==> src/rtl/egress_fsm_pkg.sv <==
// Shared types and defaults for the egress frame path: AXI-stream structs,
// egress FSM states and default frame limits.
`timescale 1ns/1ps
package egress_fsm_pkg;

  localparam int DEF_FRAME_CNT_W   = 6;
  localparam int DEF_MAX_FRAME_LEN = 1518;
  localparam int DEF_IFG_CYCLES    = 12;
  localparam int DEF_LEN_W         = 11;
  localparam int SKID_WORD_W       = 9;

  typedef struct packed {
    logic [7:0] tdata;
    logic       tvalid;
    logic       tlast;
  } axis_source_t;

  typedef struct packed {
    logic tready;
  } axis_sink_t;

  typedef enum logic [1:0] {
    IDLE      = 2'd0,
    STREAM    = 2'd1,
    DISCARD   = 2'd2,
    WAIT_DONE = 2'd3
  } egress_state_e;

endpackage

==> src/rtl/egress_fsm_if.sv <==
// Bundle between the egress FSM, the FWFT frame-buffer read side and the
// egress AXI-stream port.
`timescale 1ns/1ps
interface egress_fsm_if;
  import egress_fsm_pkg::*;

  // Handshakes: an AXIS beat transfers on a cycle with tvalid & tready, and the
  // source holds tdata/tlast and keeps tvalid high until it does. The buffer
  // read pops the FWFT head on a cycle with rd_en, which is only raised while
  // rd_empty is low.
  logic [7:0]   rd_data;
  logic         rd_last;
  logic         rd_empty;
  logic         rd_en;
  axis_source_t egress_source;
  axis_sink_t   egress_sink;

  modport master (
    input  rd_data,
    input  rd_last,
    input  rd_empty,
    input  egress_sink,
    output rd_en,
    output egress_source
  );

  modport slave (
    output rd_data,
    output rd_last,
    output rd_empty,
    output egress_sink,
    input  rd_en,
    input  egress_source
  );

endinterface

==> src/rtl/egress_fsm_skid_buffer.sv <==
// Two-entry registered-output skid buffer carrying {tlast, tdata} onto an
// AXI-stream source; reusable by any egress path.
`timescale 1ns/1ps
module egress_skid_buffer
  import egress_fsm_pkg::*;
(
  input  logic                   clk,
  input  logic                   reset_n,
  input  logic                   i_in_valid,
  output logic                   o_in_ready,
  input  logic [SKID_WORD_W-1:0] i_in_word,
  output axis_source_t           o_axis,
  input  axis_sink_t             i_axis
);

  logic                   r_out_valid;
  logic [SKID_WORD_W-1:0] r_out_word;
  logic                   r_skid_valid;
  logic [SKID_WORD_W-1:0] r_skid_word;
  logic                   w_out_free;

  assign w_out_free = !r_out_valid || i_axis.tready;
  // Ready depends only on a register, so the upstream pop never sees tready.
  assign o_in_ready = !r_skid_valid;

  always_ff @(posedge clk or negedge reset_n) begin
    if (!reset_n) begin
      r_out_valid  <= 1'b0;
      r_out_word   <= '0;
      r_skid_valid <= 1'b0;
      r_skid_word  <= '0;
    end else if (w_out_free) begin
      if (r_skid_valid) begin
        r_out_valid  <= 1'b1;
        r_out_word   <= r_skid_word;
        r_skid_valid <= 1'b0;
      end else begin
        r_out_valid <= i_in_valid;
        if (i_in_valid) begin
          r_out_word <= i_in_word;
        end
      end
    end else if (i_in_valid && !r_skid_valid) begin
      r_skid_valid <= 1'b1;
      r_skid_word  <= i_in_word;
    end
  end

  assign o_axis.tvalid = r_out_valid;
  assign o_axis.tdata  = r_out_word[7:0];
  assign o_axis.tlast  = r_out_word[8];

endmodule

==> src/rtl/egress_fsm.sv <==
// Egress frame engine: starts committed store-and-forward frames from the
// per-port buffer, truncates over-long frames, and spaces frames by an IFG.
`timescale 1ns/1ps
module egress_fsm
  import egress_fsm_pkg::*;
#(
  parameter int FRAME_CNT_W   = DEF_FRAME_CNT_W,
  parameter int MAX_FRAME_LEN = DEF_MAX_FRAME_LEN,
  parameter int IFG_CYCLES    = DEF_IFG_CYCLES,
  parameter int LEN_W         = DEF_LEN_W
) (
  input  logic                   clk,
  input  logic                   reset_n,
  input  logic                   i_frame_committed,
  egress_fsm_if.master           io_bus,
  output logic                   o_frame_done,
  output logic                   o_frame_truncated,
  output logic [FRAME_CNT_W-1:0] o_pending_frames,
  output egress_state_e          o_state
);

  localparam int IFG_W = (IFG_CYCLES > 0) ? $clog2(IFG_CYCLES + 1) : 1;

  egress_state_e          r_state;
  egress_state_e          w_next_state;
  logic [FRAME_CNT_W-1:0] r_pending;
  logic [LEN_W-1:0]       r_byte_cnt;
  logic [IFG_W-1:0]       r_ifg_cnt;
  logic                   r_truncated;
  logic                   r_last_sent;

  logic                   w_start;
  logic                   w_pop;
  logic                   w_push;
  logic                   w_done;
  logic                   w_leave;
  logic                   w_forced_last;
  logic                   w_last_hs;
  logic                   w_skid_ready;
  logic                   w_set_trunc;
  logic [SKID_WORD_W-1:0] w_push_word;
  axis_source_t           w_axis;

  assign w_start       = (r_state == IDLE) && (r_pending != '0) && (r_ifg_cnt == '0);
  assign w_forced_last = (r_byte_cnt == LEN_W'(MAX_FRAME_LEN - 1));
  assign w_last_hs     = w_axis.tvalid && io_bus.egress_sink.tready && w_axis.tlast;
  assign w_push_word   = {io_bus.rd_last | w_forced_last, io_bus.rd_data};
  assign w_leave       = (r_state != IDLE) && (w_next_state == IDLE);

  // The IDLE->STREAM cycle already pops, so IDLE and STREAM share the pop path.
  always_comb begin
    w_next_state = r_state;
    w_pop        = 1'b0;
    w_push       = 1'b0;
    w_done       = 1'b0;
    w_set_trunc  = 1'b0;
    case (r_state)
      IDLE, STREAM: begin
        if (w_start || (r_state == STREAM)) begin
          w_pop        = !io_bus.rd_empty && w_skid_ready;
          w_push       = w_pop;
          w_next_state = STREAM;
          if (w_pop && io_bus.rd_last) begin
            w_next_state = WAIT_DONE;
          end else if (w_pop && w_forced_last) begin
            w_next_state = DISCARD;
            w_set_trunc  = 1'b1;
          end
        end
      end
      DISCARD: begin
        // The cut frame's tlast can drain while the tail is still being dropped.
        w_pop  = !io_bus.rd_empty;
        w_done = w_last_hs;
        if (w_pop && io_bus.rd_last) begin
          w_next_state = (w_last_hs || r_last_sent) ? IDLE : WAIT_DONE;
        end
      end
      WAIT_DONE: begin
        w_done = w_last_hs;
        if (w_last_hs) begin
          w_next_state = IDLE;
        end
      end
      default: w_next_state = IDLE;
    endcase
  end

  always_ff @(posedge clk or negedge reset_n) begin
    if (!reset_n) begin
      r_state     <= IDLE;
      r_pending   <= '0;
      r_byte_cnt  <= '0;
      r_ifg_cnt   <= '0;
      r_truncated <= 1'b0;
      r_last_sent <= 1'b0;
    end else begin
      r_state <= w_next_state;

      if (i_frame_committed && !w_start) begin
        r_pending <= r_pending + FRAME_CNT_W'(1);
      end else if (!i_frame_committed && w_start) begin
        r_pending <= r_pending - FRAME_CNT_W'(1);
      end

      if (w_leave) begin
        r_byte_cnt <= '0;
      end else if (w_push) begin
        r_byte_cnt <= r_byte_cnt + LEN_W'(1);
      end

      if (w_leave) begin
        r_ifg_cnt <= IFG_W'(IFG_CYCLES);
      end else if (r_ifg_cnt != '0) begin
        r_ifg_cnt <= r_ifg_cnt - IFG_W'(1);
      end

      if (w_leave) begin
        r_truncated <= 1'b0;
        r_last_sent <= 1'b0;
      end else begin
        if (w_set_trunc) begin
          r_truncated <= 1'b1;
        end
        if ((r_state == DISCARD) && w_last_hs) begin
          r_last_sent <= 1'b1;
        end
      end
    end
  end

  pending_no_overflow: assert property (@(posedge clk) disable iff (!reset_n)
    !(i_frame_committed && !w_start && (&r_pending)));

  egress_skid_buffer u_skid (
    .clk        (clk),
    .reset_n    (reset_n),
    .i_in_valid (w_push),
    .o_in_ready (w_skid_ready),
    .i_in_word  (w_push_word),
    .o_axis     (w_axis),
    .i_axis     (io_bus.egress_sink)
  );

  assign io_bus.egress_source = w_axis;
  assign io_bus.rd_en         = w_pop;
  assign o_frame_done         = w_done;
  assign o_frame_truncated    = w_done && r_truncated;
  assign o_pending_frames     = r_pending;
  assign o_state              = r_state;

endmodule
==> src/flat_wrapper.sv <==
// flat-port wrapper written by rule: the top's interface ports become plain ports
module egress_fsm_flat import egress_fsm_pkg::*;
#(
  parameter int FRAME_CNT_W   = DEF_FRAME_CNT_W,
  parameter int MAX_FRAME_LEN = DEF_MAX_FRAME_LEN,
  parameter int IFG_CYCLES    = DEF_IFG_CYCLES,
  parameter int LEN_W         = DEF_LEN_W
)
  (clk, reset_n, i_frame_committed, o_frame_done, o_frame_truncated, o_pending_frames, o_state, io_bus_rd_data, io_bus_rd_last, io_bus_rd_empty, io_bus_egress_sink, io_bus_rd_en, io_bus_egress_source);
  egress_fsm_if io_bus_i ();
  input  logic clk;
  input  logic reset_n;
  input  logic i_frame_committed;
  output logic o_frame_done;
  output logic o_frame_truncated;
  output logic [FRAME_CNT_W-1:0] o_pending_frames;
  output egress_state_e o_state;
  input wire logic [$bits(io_bus_i.rd_data)-1:0] io_bus_rd_data;
  input wire logic [$bits(io_bus_i.rd_last)-1:0] io_bus_rd_last;
  input wire logic [$bits(io_bus_i.rd_empty)-1:0] io_bus_rd_empty;
  input wire logic [$bits(io_bus_i.egress_sink)-1:0] io_bus_egress_sink;
  output wire logic [$bits(io_bus_i.rd_en)-1:0] io_bus_rd_en;
  output wire logic [$bits(io_bus_i.egress_source)-1:0] io_bus_egress_source;
  assign io_bus_i.rd_data = io_bus_rd_data;
  assign io_bus_i.rd_last = io_bus_rd_last;
  assign io_bus_i.rd_empty = io_bus_rd_empty;
  assign io_bus_i.egress_sink = io_bus_egress_sink;
  assign io_bus_rd_en = io_bus_i.rd_en;
  assign io_bus_egress_source = io_bus_i.egress_source;
  egress_fsm #(.FRAME_CNT_W(FRAME_CNT_W), .MAX_FRAME_LEN(MAX_FRAME_LEN), .IFG_CYCLES(IFG_CYCLES), .LEN_W(LEN_W)) u_core (.clk(clk), .reset_n(reset_n), .i_frame_committed(i_frame_committed), .io_bus(io_bus_i), .o_frame_done(o_frame_done), .o_frame_truncated(o_frame_truncated), .o_pending_frames(o_pending_frames), .o_state(o_state));
endmodule
==> config.mk <==
export PLATFORM = sky130hd
export DESIGN_NAME = egress_fsm_flat
export DESIGN_NICKNAME = d
export VERILOG_FILES = /design/src/rtl/egress_fsm_pkg.sv /design/src/rtl/egress_fsm_if.sv /design/src/rtl/egress_fsm_skid_buffer.sv /design/src/rtl/egress_fsm.sv /design/src/flat_wrapper.sv
export SDC_FILE = /design/constraint.sdc
export NUM_CORES = 1
export LEC_CHECK = 0
export CAP_MARGIN = 5
export CORE_ASPECT_RATIO = 1.4
export CORE_UTILIZATION = 45
export CTS_BUF_LIST = sky130_fd_sc_hd__clkbuf_8
export DETAILED_ROUTE_END_ITERATION = 16
export PLACE_DENSITY = 0.75
export REMOVE_ABC_BUFFERS = 1
export SYNTH_ARGS = -nofsm -noshare
export SYNTH_HDL_FRONTEND = slang
export SYNTH_HIERARCHICAL = 1
export SYNTH_SLANG_ARGS = --single-unit
==> constraint.sdc <==
create_clock -name clk -period 3.5 [get_ports clk]
set_clock_uncertainty 0.1 [all_clocks]
set_input_delay 0.7 -clock clk [delete_from_list [all_inputs] [get_ports clk]]
set_output_delay 0.7 -clock clk [all_outputs]
set_load 0.01 [all_outputs]
==> summary.md <==
| Metric | Value |
|---|---|
| Drt first pass iters | 4 |
| Syn avg cell area | 11.2 um^2 |
| Mapped Cells | 231 |
| Congestion Overflow GR | 0 |
| Area leader, netlist | dfrtp_1 |
| Hold-fix buffers, CTS | 0 |
| Share of the synthesized area in the top cell type | 0.435 |
| Leakage | 1.41 nW |
| Pin count of the biggest net entering global routing | 46 |
| Cell count along the critical path | 8 |
| #FFs+latches synth | 45 |
| Diode count | 0 |
| Clock Latency Late Sink | 0.29 ns |
| Setup tns final | 0 ns |
| TritonCTS buffer count | 5 |
| Vias per cell | 5.47 |
| RSZ-0062 raised after global routing | false |
| Setup slack, reg-to-reg | 0.39 ns |
| Slew @ Worst Pin | around 0.98 ns |
| Detailed-route wire length | 4.98 mm |
| Worst setup SP type | register |
| Hold/Removal Path Class | reg2reg |
| CTS Buffer Depth | 2 |
| Hold Path End | u_core/r_byte_cnt[8] |
| WS Path Type | reg2out |
| Top-count cell post-synth | dfrtp_1 |
| Commonest cells post-synth | dfrtp_1, nand2_1, mux2_4 |
| Nets@finish | 291 |
| Seq/Total Area, Yosys | 0.435 |
| DP Cell Count | between 300 and 400 |
| Vias in the first global route | about 1900 |
| Hold path depth | 1 |
| Fillers | 499 |
| Area grow syn2layout | 18.5% |
| Crit Reg-Reg Startpoint | u_core/r_ifg_cnt[0] |
| Die height | 91.7 um |
| Max Freq | 300 MHz |
| CP cell instances | inv_1 -> ha_1 -> or3b_4 -> a31oi_4 -> buf_4 -> o21ai_2 -> o31ai_1 -> clkdlybuf4s50_1 |
| Worst R2R Path Depth | 12 |
| Post-Syn Area | 2590 um^2 |
| Reg2reg end | u_core/o_pending_frames[5] |
| Delay-heaviest family, CP | buffers and inverters |
| CTS tree | built |
| Final Max Tran Viols | 0 |
| Unique masters post-synth | 49 |
| Layout Cells excl Fill | approximately 340 |
| Status | completed |
| Initial Util | 0.468 |
| HPWL after DPL | 3.64 mm |
| Primary FF master, synth | dfrtp_1 |
| Root buffer cell | clkbuf_8 |
| Port bufs | 34 |
| DRC viols | 0 |
| DP Area | 2960 um^2 |
| Final worst slack | 0.165 ns |
| Die Width | 66.1 um |
| DRT iter0 DRCs | 97 |
| H-tree depth | 2 |
| Crit-path max FO | 8 |
| Final Hold Fails | 0 |
| Placer Congestion | slightly above 0.8 |
| CP peak stage delay | roughly 0.6 ns |
| Non-Filler Cell Area, Final | 3060 um^2 |
| Period utilisation layout | 0.953 |
| Clk sinks | 45 |
| Final min period | approximately 3.3 ns |
| Core box area | about 5500 um^2 |
| Synthesis Warnings | 6 |
| Worst setup EP type | output port |
| Die area | 6060 um^2 |
| Vias | between 1500 and 2000 |
| Pre-CTS WS | 0.300 ns |
| IO Count | 35 |
| First-pass GRT wire length | 8.51 mm |
| Clk slew on worst S/H paths | 0.08 ns |
| Peak supply drop | 563 uV |
| Tot GR Track Use | 0.181 |
| HP Start | u_core/r_byte_cnt[8] |
| Average wire per standard cell | 14.9 um |
| Slowest CP cell | clkdlybuf4s50_1 |
| Max transition margin | 0.347 |
| Antenna Nets Post-Route | 0 |
| Synth area leaders | dfrtp_1, mux2_4, ha_1, mux2i_1, mux2_1 |
| CP arrival | about 2.5 ns |
| Max cap viols | 0 |
| # rows | 32 |
| Setup Viol. Count Final | 0 |
| Ys async rst share | 1.00 |
| PwrDens | a little under 800 nW/um^2 |
| Critical path buffers and inverters | 3 |
| Initial antenna violation count | 0 |
| Number of enable flip-flop cells after synthesis | 0 |
| Required time of the critical path | 2.70 ns |
| Layout cell share with drive strength beyond 1 | 0.150 |
[what timing repair did]
item / 4_1_cts / 5_1_grt
setup endpoints to repair: 0 / 1
setup buffers: 0 / 0
gates resized for setup: 0 / 1
[where the power goes]
part	switching (W)	leakage, nW	total (W)	internal (W)
registers	0.000205	0.566	0.000935	0.000729
logic	0.000480	0.788	0.00108	0.000600
clock network	0.000173	0.0540	0.000381	0.000208
[worst max-delay path by stage]
| stage | from | endpoint |
|---|---|---|
| 5_1_grt | u_core/r_ifg_cnt[0] | io_bus_rd_en |
| 2_1_floorplan | u_core/r_ifg_cnt[0] | u_core/o_pending_frames[5] |
| 3_3_place_gp | io_bus_rd_empty | io_bus_rd_en |
| 6_report | u_core/r_ifg_cnt[0] | io_bus_rd_en |
| 3_5_place_dp | io_bus_rd_empty | io_bus_rd_en |
| 4_1_cts | u_core/r_ifg_cnt[0] | io_bus_rd_en |
[kinds of logic after synthesis]
group / Yosys count / synth area share
AND/OR/NAND/NOR: 73 / 0.152
flip-flops: 45 / 0.435
XOR/XNOR: 7 / 0.0237
buffers and inverters: 22 / 0.0508
multiplexers: 39 / 0.189
adder cells (fa/ha/maj): 10 / 0.0513
AO/OA/AOI/OAI: 35 / 0.0977
[registers in the layout, indices dropped and copies added (netlist names)]
signal and flops:
u_core/u_skid/r_skid_valid 1, u_core/r_ifg_cnt 4, u_core/u_skid/r_skid_word 9, u_core/r_last_sent 1, u_core/u_skid/r_out_word 9, u_core/o_state 2, u_core/r_byte_cnt 11, u_core/u_skid/r_out_valid 1
u_core/r_truncated 1, u_core/o_pending_frames 6
[through the flow]
step	utilization	hold WS [ns]	power, W
final	0.555	0.380	0.00240
after global routing	0.555	0.412	0.00258
after CTS	0.554	0.384	0.00242
after detailed placement	0.535	0.367	0.00203
after global placement	0.535	0.362	0.00198
after floorplan	-	0.304	0.00159
[worst reg2reg max path, stage by stage (launching register included)]
cell and delay [ns]:
dfrtp_1 0.40, inv_1 0.09, ha_1 0.16, or3b_4 0.43
a31oi_4 0.17, nand3_1 0.10, ha_1 0.25, inv_1 0.17
ha_1 0.30, or4_1 0.50, o211ai_1 0.12, nor3b_1 0.09
xnor2_1 0.13
[layer usage]
layer | part of all wire | track usage | wire length, um
met5 | 0 | 0 | 0
met1 | 0.43 | 0.225 | 2170
met2 | 0.50 | 0.310 | 2500
met4 | 0.015 | 0.0585 | 76
met3 | 0.048 | 0.0336 | 240
[layout make-up]
cell class              instances  area (um^2)  area share
clock buffers                   5         68.8      0.0225
clock inverters                 2         35.0      0.0114
inverters                      12         45.0      0.0147
multi-input cells             164         1330       0.434
flip-flops and latches         45         1130       0.367
well taps                      68         85.1      0.0278
repair buffers                 39          373       0.122
[layout by cell type, fill, tap and decap left out, types with 2 or more instances in the layout]
cell type        instances
a21o_1                   2
a21oi_1                  5
dfrtp_1                 45
nand4bb_1                2
buf_4                    5
mux2_2                   2
nand3_1                  3
nor2b_1                  2
nand2b_1                 6
clkbuf_8                 5
nand2_1                 25
o21ai_0                 12
nand4_1                  2
xor2_1                   3
nor4_1                   4
inv_1                   12
ha_1                     9
nor3_1                   5
nor3b_1                  2
xnor2_1                  4
and3_1                   2
nand4b_1                 2
mux2_1                   9
clkdlybuf4s50_1         33
mux2i_1                 11
a211oi_1                 4
mux2_4                  17
nor2_1                  11
o2111ai_1                2
Note: power is estimated with default switching activity, not from simulation.
